<file path="src/rtl/video_block_locator_if.sv">
// Video timing in and per-pixel position tags out for the local-dimming block locator.
// The master drives de/hs/vs; the slave (the locator) returns the registered tags.
interface video_block_locator_if #(
  parameter int CW = 11,
  parameter int BW = 6
);
  logic          de;
  logic          hs;
  logic          vs;
  logic          de_o;
  logic [CW-1:0] x_o;
  logic [CW-1:0] y_o;
  logic [BW-1:0] blk_x;
  logic [BW-1:0] blk_y;
  logic [CW-1:0] in_x;
  logic [CW-1:0] in_y;
  logic          blk_row_end;
  logic          blk_done;
  logic          line_end;
  logic          frame_end;
  logic          fmt_err;

  modport master (
    output de, hs, vs,
    input  de_o, x_o, y_o, blk_x, blk_y, in_x, in_y,
    input  blk_row_end, blk_done, line_end, frame_end, fmt_err
  );

  modport slave (
    input  de, hs, vs,
    output de_o, x_o, y_o, blk_x, blk_y, in_x, in_y,
    output blk_row_end, blk_done, line_end, frame_end, fmt_err
  );
endinterface

</file>
<file path="src/rtl/video_block_locator.sv">
// Tags each active pixel with absolute, block and in-block coordinates plus boundary strobes.
// Block position is tracked with wrap counters, so no divider or multiplier is needed.
module video_block_locator #(
  parameter int H_ACT = 1280,
  parameter int V_ACT = 720,
  parameter int BLK_W = 32,
  parameter int BLK_H = 36,
  parameter int CW    = 11,
  parameter int BW    = 6
) (
  input  logic                    pclk,
  input  logic                    rstn,
  video_block_locator_if.slave    bus
);

  localparam logic [CW-1:0] H_END  = CW'(H_ACT);
  localparam logic [CW-1:0] V_END  = CW'(V_ACT);
  localparam logic [CW-1:0] H_LAST = CW'(H_ACT - 1);
  localparam logic [CW-1:0] V_LAST = CW'(V_ACT - 1);
  localparam logic [CW-1:0] BW_LAST = CW'(BLK_W - 1);
  localparam logic [CW-1:0] BH_LAST = CW'(BLK_H - 1);

  logic [CW-1:0] xc_q, xc_d, yc_q, yc_d, ixc_q, ixc_d, iyc_q, iyc_d;
  logic [BW-1:0] bxc_q, bxc_d, byc_q, byc_d;
  logic          de_q, de_d, lineAcc_q, lineAcc_d, fmtErr_q, fmtErr_d;

  logic          deOut_q, deOut_d;
  logic [CW-1:0] x_q, x_d, y_q, y_d, inX_q, inX_d, inY_q, inY_d;
  logic [BW-1:0] blkX_q, blkX_d, blkY_q, blkY_d;
  logic          rowEnd_q, rowEnd_d, done_q, done_d;
  logic          lineEnd_q, lineEnd_d, frameEnd_q, frameEnd_d;

  logic          deFall, accept, rowEnd, colBottom;

  assign deFall    = de_q & ~bus.de;
  assign accept    = bus.de && (xc_q < H_END) && (yc_q < V_END);
  assign rowEnd    = (ixc_q == BW_LAST) || (xc_q == H_LAST);
  assign colBottom = (iyc_q == BH_LAST) || (yc_q == V_LAST);

  always_comb begin
    xc_d       = xc_q;
    yc_d       = yc_q;
    ixc_d      = ixc_q;
    iyc_d      = iyc_q;
    bxc_d      = bxc_q;
    byc_d      = byc_q;
    de_d       = bus.de;
    lineAcc_d  = lineAcc_q;
    fmtErr_d   = fmtErr_q;
    deOut_d    = 1'b0;
    x_d        = x_q;
    y_d        = y_q;
    inX_d      = inX_q;
    inY_d      = inY_q;
    blkX_d     = blkX_q;
    blkY_d     = blkY_q;
    rowEnd_d   = 1'b0;
    done_d     = 1'b0;
    lineEnd_d  = 1'b0;
    frameEnd_d = 1'b0;

    if (bus.vs) begin
      xc_d      = '0;
      yc_d      = '0;
      ixc_d     = '0;
      iyc_d     = '0;
      bxc_d     = '0;
      byc_d     = '0;
      de_d      = 1'b0;
      lineAcc_d = 1'b0;
      fmtErr_d  = 1'b0;
    end else begin
      // A de fall closes the line even when hs arrives in the same cycle.
      if (deFall) begin
        if (lineAcc_q && (xc_q != H_END)) fmtErr_d = 1'b1;
        xc_d      = '0;
        ixc_d     = '0;
        bxc_d     = '0;
        lineAcc_d = 1'b0;
        if (yc_q < V_END) begin
          yc_d = yc_q + 1'b1;
          if (colBottom) begin
            iyc_d = '0;
            byc_d = byc_q + 1'b1;
          end else begin
            iyc_d = iyc_q + 1'b1;
          end
        end
      end

      if (bus.hs) begin
        xc_d  = '0;
        ixc_d = '0;
        bxc_d = '0;
      end else if (accept) begin
        deOut_d    = 1'b1;
        x_d        = xc_q;
        y_d        = yc_q;
        inX_d      = ixc_q;
        inY_d      = iyc_q;
        blkX_d     = bxc_q;
        blkY_d     = byc_q;
        rowEnd_d   = rowEnd;
        done_d     = rowEnd && colBottom;
        lineEnd_d  = (xc_q == H_LAST);
        frameEnd_d = (xc_q == H_LAST) && (yc_q == V_LAST);
        lineAcc_d  = 1'b1;
        xc_d       = xc_q + 1'b1;
        if (rowEnd) begin
          ixc_d = '0;
          bxc_d = bxc_q + 1'b1;
        end else begin
          ixc_d = ixc_q + 1'b1;
        end
      end else if (bus.de) begin
        fmtErr_d = 1'b1;
      end
    end
  end

  always_ff @(posedge pclk) begin
    if (!rstn) begin
      xc_q       <= '0;
      yc_q       <= '0;
      ixc_q      <= '0;
      iyc_q      <= '0;
      bxc_q      <= '0;
      byc_q      <= '0;
      de_q       <= 1'b0;
      lineAcc_q  <= 1'b0;
      fmtErr_q   <= 1'b0;
      deOut_q    <= 1'b0;
      x_q        <= '0;
      y_q        <= '0;
      inX_q      <= '0;
      inY_q      <= '0;
      blkX_q     <= '0;
      blkY_q     <= '0;
      rowEnd_q   <= 1'b0;
      done_q     <= 1'b0;
      lineEnd_q  <= 1'b0;
      frameEnd_q <= 1'b0;
    end else begin
      xc_q       <= xc_d;
      yc_q       <= yc_d;
      ixc_q      <= ixc_d;
      iyc_q      <= iyc_d;
      bxc_q      <= bxc_d;
      byc_q      <= byc_d;
      de_q       <= de_d;
      lineAcc_q  <= lineAcc_d;
      fmtErr_q   <= fmtErr_d;
      deOut_q    <= deOut_d;
      x_q        <= x_d;
      y_q        <= y_d;
      inX_q      <= inX_d;
      inY_q      <= inY_d;
      blkX_q     <= blkX_d;
      blkY_q     <= blkY_d;
      rowEnd_q   <= rowEnd_d;
      done_q     <= done_d;
      lineEnd_q  <= lineEnd_d;
      frameEnd_q <= frameEnd_d;
    end
  end

  assign bus.de_o        = deOut_q;
  assign bus.x_o         = x_q;
  assign bus.y_o         = y_q;
  assign bus.blk_x       = blkX_q;
  assign bus.blk_y       = blkY_q;
  assign bus.in_x        = inX_q;
  assign bus.in_y        = inY_q;
  assign bus.blk_row_end = rowEnd_q;
  assign bus.blk_done    = done_q;
  assign bus.line_end    = lineEnd_q;
  assign bus.frame_end   = frameEnd_q;
  assign bus.fmt_err     = fmtErr_q;

endmodule

</file>
<file path="src/flat_wrapper.sv">
// flat-port wrapper written by rule: the top's interface ports become plain ports
module video_block_locator_flat 
#(
  parameter int H_ACT = 1280,
  parameter int V_ACT = 720,
  parameter int BLK_W = 32,
  parameter int BLK_H = 36,
  parameter int CW    = 11,
  parameter int BW    = 6
)
  (pclk, rstn, bus_de, bus_hs, bus_vs, bus_de_o, bus_x_o, bus_y_o, bus_blk_x, bus_blk_y, bus_in_x, bus_in_y, bus_blk_row_end, bus_blk_done, bus_line_end, bus_frame_end, bus_fmt_err);
  video_block_locator_if #(.CW(CW), .BW(BW)) bus_i ();
  input  logic pclk;
  input  logic rstn;
  input wire logic [$bits(bus_i.de)-1:0] bus_de;
  input wire logic [$bits(bus_i.hs)-1:0] bus_hs;
  input wire logic [$bits(bus_i.vs)-1:0] bus_vs;
  output wire logic [$bits(bus_i.de_o)-1:0] bus_de_o;
  output wire logic [$bits(bus_i.x_o)-1:0] bus_x_o;
  output wire logic [$bits(bus_i.y_o)-1:0] bus_y_o;
  output wire logic [$bits(bus_i.blk_x)-1:0] bus_blk_x;
  output wire logic [$bits(bus_i.blk_y)-1:0] bus_blk_y;
  output wire logic [$bits(bus_i.in_x)-1:0] bus_in_x;
  output wire logic [$bits(bus_i.in_y)-1:0] bus_in_y;
  output wire logic [$bits(bus_i.blk_row_end)-1:0] bus_blk_row_end;
  output wire logic [$bits(bus_i.blk_done)-1:0] bus_blk_done;
  output wire logic [$bits(bus_i.line_end)-1:0] bus_line_end;
  output wire logic [$bits(bus_i.frame_end)-1:0] bus_frame_end;
  output wire logic [$bits(bus_i.fmt_err)-1:0] bus_fmt_err;
  assign bus_i.de = bus_de;
  assign bus_i.hs = bus_hs;
  assign bus_i.vs = bus_vs;
  assign bus_de_o = bus_i.de_o;
  assign bus_x_o = bus_i.x_o;
  assign bus_y_o = bus_i.y_o;
  assign bus_blk_x = bus_i.blk_x;
  assign bus_blk_y = bus_i.blk_y;
  assign bus_in_x = bus_i.in_x;
  assign bus_in_y = bus_i.in_y;
  assign bus_blk_row_end = bus_i.blk_row_end;
  assign bus_blk_done = bus_i.blk_done;
  assign bus_line_end = bus_i.line_end;
  assign bus_frame_end = bus_i.frame_end;
  assign bus_fmt_err = bus_i.fmt_err;
  video_block_locator #(.H_ACT(H_ACT), .V_ACT(V_ACT), .BLK_W(BLK_W), .BLK_H(BLK_H), .CW(CW), .BW(BW)) u_core (.pclk(pclk), .rstn(rstn), .bus(bus_i));
endmodule
</file>
<file path="config.mk">
export PLATFORM = sky130hd
export DESIGN_NAME = video_block_locator_flat
export DESIGN_NICKNAME = d
export VERILOG_FILES = /design/src/rtl/video_block_locator_if.sv /design/src/rtl/video_block_locator.sv /design/src/flat_wrapper.sv
export SDC_FILE = /design/constraint.sdc
export NUM_CORES = 1
export LEC_CHECK = 0
export BUFFER_PORTS_ARGS = -buffer_cell sky130_fd_sc_hd__buf_2
export CAP_MARGIN = 20
export CORE_MARGIN = 8
export CORE_UTILIZATION = 55
export DETAILED_ROUTE_END_ITERATION = 8
export GPL_TIMING_DRIVEN = 0
export PLACE_DENSITY = 0.76
export SETUP_SLACK_MARGIN = 0.05
export SLEW_MARGIN = 20
export SYNTH_ARGS = -nofsm -noshare
export SYNTH_HDL_FRONTEND = slang
export SYNTH_SLANG_ARGS = --single-unit
</file>
<file path="constraint.sdc">
create_clock -name pclk -period 2.6 [get_ports pclk]
set_input_delay 0.52 -clock pclk [delete_from_list [all_inputs] [get_ports pclk]]
set_output_delay 0.52 -clock pclk [all_outputs]
set_load 0.1 [all_outputs]
</file>
== Word level (Yosys, flattened, before mapping) ==
Cells that the tools add are included.
Storage, ports and cells
  bits in registers: 120
  bits in latches: 0
  memory bits (writable): 0
  bits in read-only memories: 0
  bits of input ports: 5
  output and inout port bits: 62
  word-level logic and storage cells: 70
  memories: 0
Cells by class
  $add $sub $neg: 6
  multiply operators: 0
  divide/modulo/power cells: 0
  magnitude comparators: 2
  eq/ne operators: 5
  shifts and indexed selects: 0
  muxes and demuxes: 17
  bitwise operators: 6
  reduce and logical (&&, ||, !) cells: 14
Operators with widths (count)
  $mux W11: 5
  $add A11 B1 Y11 const B: 4
  $mux W6: 3
  $add A6 B1 Y6 const B: 2
  $eq A11 B10 Y1 const B: 1
  $eq A11 B11 Y1 const B: 1
  $eq A11 B5 Y1 const B: 1
  $eq A11 B6 Y1 const B: 1
  $lt A11 B10 Y1 const B: 1
  $lt A11 B11 Y1 const B: 1
  $ne A11 B11 Y1 const B: 1
  $mux W1: 9
  $reduce_and A3 Y1: 2
  $logic_and A1 B1 Y1: 5
  $not A1 Y1: 5
  $reduce_or A4 Y1: 1
  $reduce_or A3 Y1: 1
  $logic_or A1 B1 Y1: 2
  $reduce_and A2 Y1: 1
  $reduce_bool A2 Y1: 1
  $reduce_or A2 Y1: 1
  $and A1 B1 Y1: 1

== Logic depth before layout (Yosys ltp) ==
  word-level depth: 7
  mapped depth: 8
  gate-level depth less buffers: 7

== Worst setup path before layout ==
No wires, ideal clock.
  kind: reg-to-reg
  start point: register u_core.xc_q[0]
  end point: register u_core.ixc_q[8]
  library setup time: 0.074 ns
  data arrival time: 1.795 ns
  required time: 2.526 ns
  setup slack: 0.730 ns
  cell stages (with the launch flop): 7
  buffers on the path: 0
  period minus slack after synthesis: 1.870 ns
  cells stage by stage: dfxtp_1 ha_1 and3_1 and4_4 or2_1 or4_1 a31oi_1
On the way
  cells in the longest elaborated chain, start to end: 4
  elaborated cells between the ends (all ways): 8
  classes of those cells: 1 x order compare; 1 x eq/ne; 2 x mux; 4 x reduce/logical
Ends and longest elaborated chain
  start, declared: line video_block_locator.sv:23  | logic [CW-1:0] xc_q, xc_d, yc_q, yc_d, ixc_q, ixc_d, iyc_q, iyc_d;
  start signal, assigned: line video_block_locator.sv:123  | xc_q <= '0;
  start signal, assigned: line video_block_locator.sv:144  | xc_q <= xc_d;
  $lt A11 B11 Y1 or $eq A11 B11 Y1 (tied branches): line video_block_locator.sv:36, video_block_locator.sv:37
  $logic_and A1 B1 Y1 or $logic_or A1 B1 Y1 (tied branches): line video_block_locator.sv:36, video_block_locator.sv:37
  $logic_and A1 B1 Y1 or $mux W11 (tied branches): line video_block_locator.sv:36, video_block_locator.sv:109
  $mux W11 or $reduce_bool A2 Y1 (tied branches)
  end signal, assigned: line video_block_locator.sv:146  | ixc_q <= ixc_d;
  end, declared: line video_block_locator.sv:23
Parallel ways exist; a longest one is shown, timed or not.
A chain may end at the register's enable or synchronous reset.

== Worst setup path in the final report ==
  start point: register u_core.ixc_q[0]
  end point: register u_core.ixc_q[9]
On the way
  cells in the longest elaborated chain, start to end: 4
  elaborated cells between the ends (all ways): 5
  classes of those cells: 1 x add/sub; 1 x eq/ne; 2 x mux; 1 x reduce/logical
Ends and longest elaborated chain
  parallel branches: the longest is 2 deep, another holds $add A11 B1 Y11
  $mux W11 (*): line video_block_locator.sv:109  | if (rowEnd) begin
  $mux W11 (*): line video_block_locator.sv:95  | end else if (accept) begin
Every way passes the cells marked *.

==> impl_metrics.toml <==
[route]
routed_wl_um = 12800
via_per_inst = 5.73
drc_errors = 0
num_vias = 4629
drt_iter0_markers = 295
ant_nets = 0
first_pass_iters = 5
avgRoutedWirePerCell_um = 15.8

[worst_setup_path]
r2r_start = "u_core.ixc_q[0]"
worstSetupPathType = "flop to flop"
ff2ff_setup_slack_ns = 0.46
worstPathRequired_ns = 3.00
startpoint_type = "flop"
rr_worst_depth = 7
crit_arrival_ns = 2.53
worst_setup_path_end_kind = "flop"
crit_fanout = 10
r2r-end = "u_core.ixc_q[9]"

[min_path]
worstHoldEndpoint = "u_core.de_q"
hold_depth = 2
hold_path_class = "input pin to flop"
hold_start = "bus_de"

[floorplan]
floorplan.die.width_um = 113
die-area_mm2 = 0.0127
core_area_mm2 = 0.00915
start_util_pct = 56.4
rows = 35
io_pins = 67
dieHeight_um = 113

[layout]
drive_gt1_share_pct = 18.8
area_growth_pct = 19.8
regArea_mm2 = 0.00240
multi_input_area_mm2 = 0.00256
antenna_cells = 0
layout.nets = 696
fillers = 746

[clock_tree]
cts.repair.resized = 0
cts.sinks = 120
cts_tree = "built"
clock_path_buffers = 2
cts_max_level = 4
cts_hold_buf = 0
clock_latency_ns = 0.51
clk_pin_slew_ns = 0.06
ctsRootBufferMaster = "clkbuf_8"
numCtsBuffers = 17
postCtsSetupBuffers = 0

[synth]
syn_inst = 599
avgSynthCellArea_um2 = 8.61
synthTopCellsByArea = "dfxtp_1, nand2_1, a21boi_0"
synth_top_cell_by_area = "dfxtp_1"
yosysWarningCount = 0
async_flop_share_pct = 0
yosysUniqueCellTypes = 58
netlist.area_leader.share_pct = 46.6
netlist_area_mm2 = 0.00516
syn-num-nets = 611
synth_edf_count = 0
synth_seq_cells = 120
ys.flop_type = "dfxtp_1"
seq_area_frac_synth_pct = 46.6

[timing]
tns_ns = 0
slew_viol_final = 0
clock_skew_ns = 0.00933
setup_viol = 0
fin_crit_ns = 2.14
relSlewSlack_pct = 49.7
fin_crit_sh_pct = 82.2
worst_pin_slew_ns = 0.754
clock.fmax_mhz = 468
finalHoldViolations = 0
rsz0062_at_grt = "no"
setup_slack_ns = 0.463

[global_route]
overflow = 0
grt_pass1_wl_um = 21000
grt_max_degree = 17
grt_pass1_vias = 4439
antenna_found_initial = 0
grtUsageTotal_pct = 20.1

[job]
maxCapViolCount = 0

[status]
status = "complete, no violations"

[pwr]
ir_drop_v = 0.000384
power_density_mw_per_mm2 = 669
p_leak_uw = 0.00240

[placement]
place.gp.congestion = 0.839
dp_slack_ns = 0.339
dp_hpwl_um = 9080
portBuffers = 66
[how the worst max path moves through the flow]
stage | start | end | slack [ns] | depth (start not counted)
after floorplan | u_core.xc_q[0] | u_core.ixc_q[8] | 0.73 | 6
after global placement | bus_de | u_core.byc_q[5] | 0.38 | 6
after detailed placement | bus_de | u_core.byc_q[5] | 0.34 | 6
after CTS | u_core.ixc_q[0] | u_core.ixc_q[7] | 0.50 | 7
after global routing | u_core.ixc_q[0] | u_core.ixc_q[9] | 0.38 | 7
final | u_core.ixc_q[0] | u_core.ixc_q[9] | 0.46 | 7
[where the power goes]
part	switching [uW]	internal, uW	total, uW
combinational	89.7	35.2	125
sequential	3.49	1840	1850
clock	813	1350	2160
[cells in the mapped netlist, types with 5 or more instances]
cell type,instances
a21oi_1,27
dfxtp_1,120
xor2_1,11
nand2_1,142
clkbuf_1,13
xnor2_1,8
ha_1,7
nor4_1,8
nor2_1,33
nand4_1,9
and3_1,13
o21ai_0,11
nand3_1,27
inv_1,5
a21boi_0,55
a31oi_1,6
or3_1,10
buf_2,12
nor3_1,13
[per-layer routing]
layer / track usage [%] / part of all wire (%)
met4: 6.83 / 1.4
met2: 35.9 / 52
met3: 5.27 / 6.5
met5: 0 / 0
met1: 22.6 / 40
[worst max-delay path, stage by stage, from the launching register on]
cell and delay, ns:
dfxtp_1 0.48, ha_1 0.27, and4_1 0.26, and3_1 0.24, or2_1 0.21, buf_6 0.16
nor2_1 0.09, a221o_1 0.31
[stage by stage]
step	hold WS (ns)	area [um^2]	total power, uW	instances	utilization, %
after floorplan	0.434	5160	1970	599	-
after global placement	0.446	5630	2010	776	61.5
after detailed placement	0.453	5630	2010	776	61.5
after CTS	0.283	6180	4160	808	67.5
after global routing	0.301	6180	4270	808	67.5
final	0.299	6180	4140	808	67.5
[area by class of cell]
class,count,area share (%)
inverters,5,0.304
plain buffers,32,2.79
multi-input cells,442,41.5
repair buffers,66,5.34
clock inverters,13,2.13
clock buffers,19,6.82
flip-flops and latches,120,38.9
well taps,111,2.25
[cells by family (layout without fill, tap and decap cells)]
family                     Yosys count  in the layout  share of synthesized area, %
adders and majority gates            7              7                          1.70
xor gates and xnor gates            19             19                          3.23
and+or+nand+nor                    287            287                          26.7
muxes                                3              3                         0.631
AOI/OAI and AO/OA                  126            126                          17.5
buffers and inverters               37            135                          3.71
DFF                                120            120                          46.6
[sequential cells by signal, summed over array words and instances, names as in the netlist]
name / flops
u_core.bus.fmt_err: 1
u_core.yc_q: 11
u_core.xc_q: 11
u_core.bus.frame_end: 1
u_core.bus.blk_y: 6
u_core.lineAcc_q: 1
u_core.bus.blk_x: 6
u_core.bus.y_o: 11
u_core.bxc_q: 6
u_core.iyc_q: 11
u_core.bus.line_end: 1
u_core.bus.x_o: 11
u_core.bus.blk_done: 1
u_core.bus.blk_row_end: 1
u_core.ixc_q: 11
u_core.de_q: 1
u_core.bus.in_y: 11
u_core.byc_q: 6
u_core.bus.de_o: 1
u_core.bus.in_x: 11
[layout by cell type, fill, tap and decap left out, drive strengths merged, types with 4 or more instances in the layout]
master,instances
nand2,142
dfxtp,120
buf,85
a21boi,55
nor2,34
clkbuf,32
nand3,27
a21oi,27
and3,13
nor3,13
o21ai,13
xor2,11
or3,11
nand4,9
nor4,9
xnor2,8
ha,7
a31oi,6
clkinv,6
inv,5
clkinvlp,5
and2,5
o211ai,5
o21a,4
Note: power is estimated with default switching activity, not from simulation.
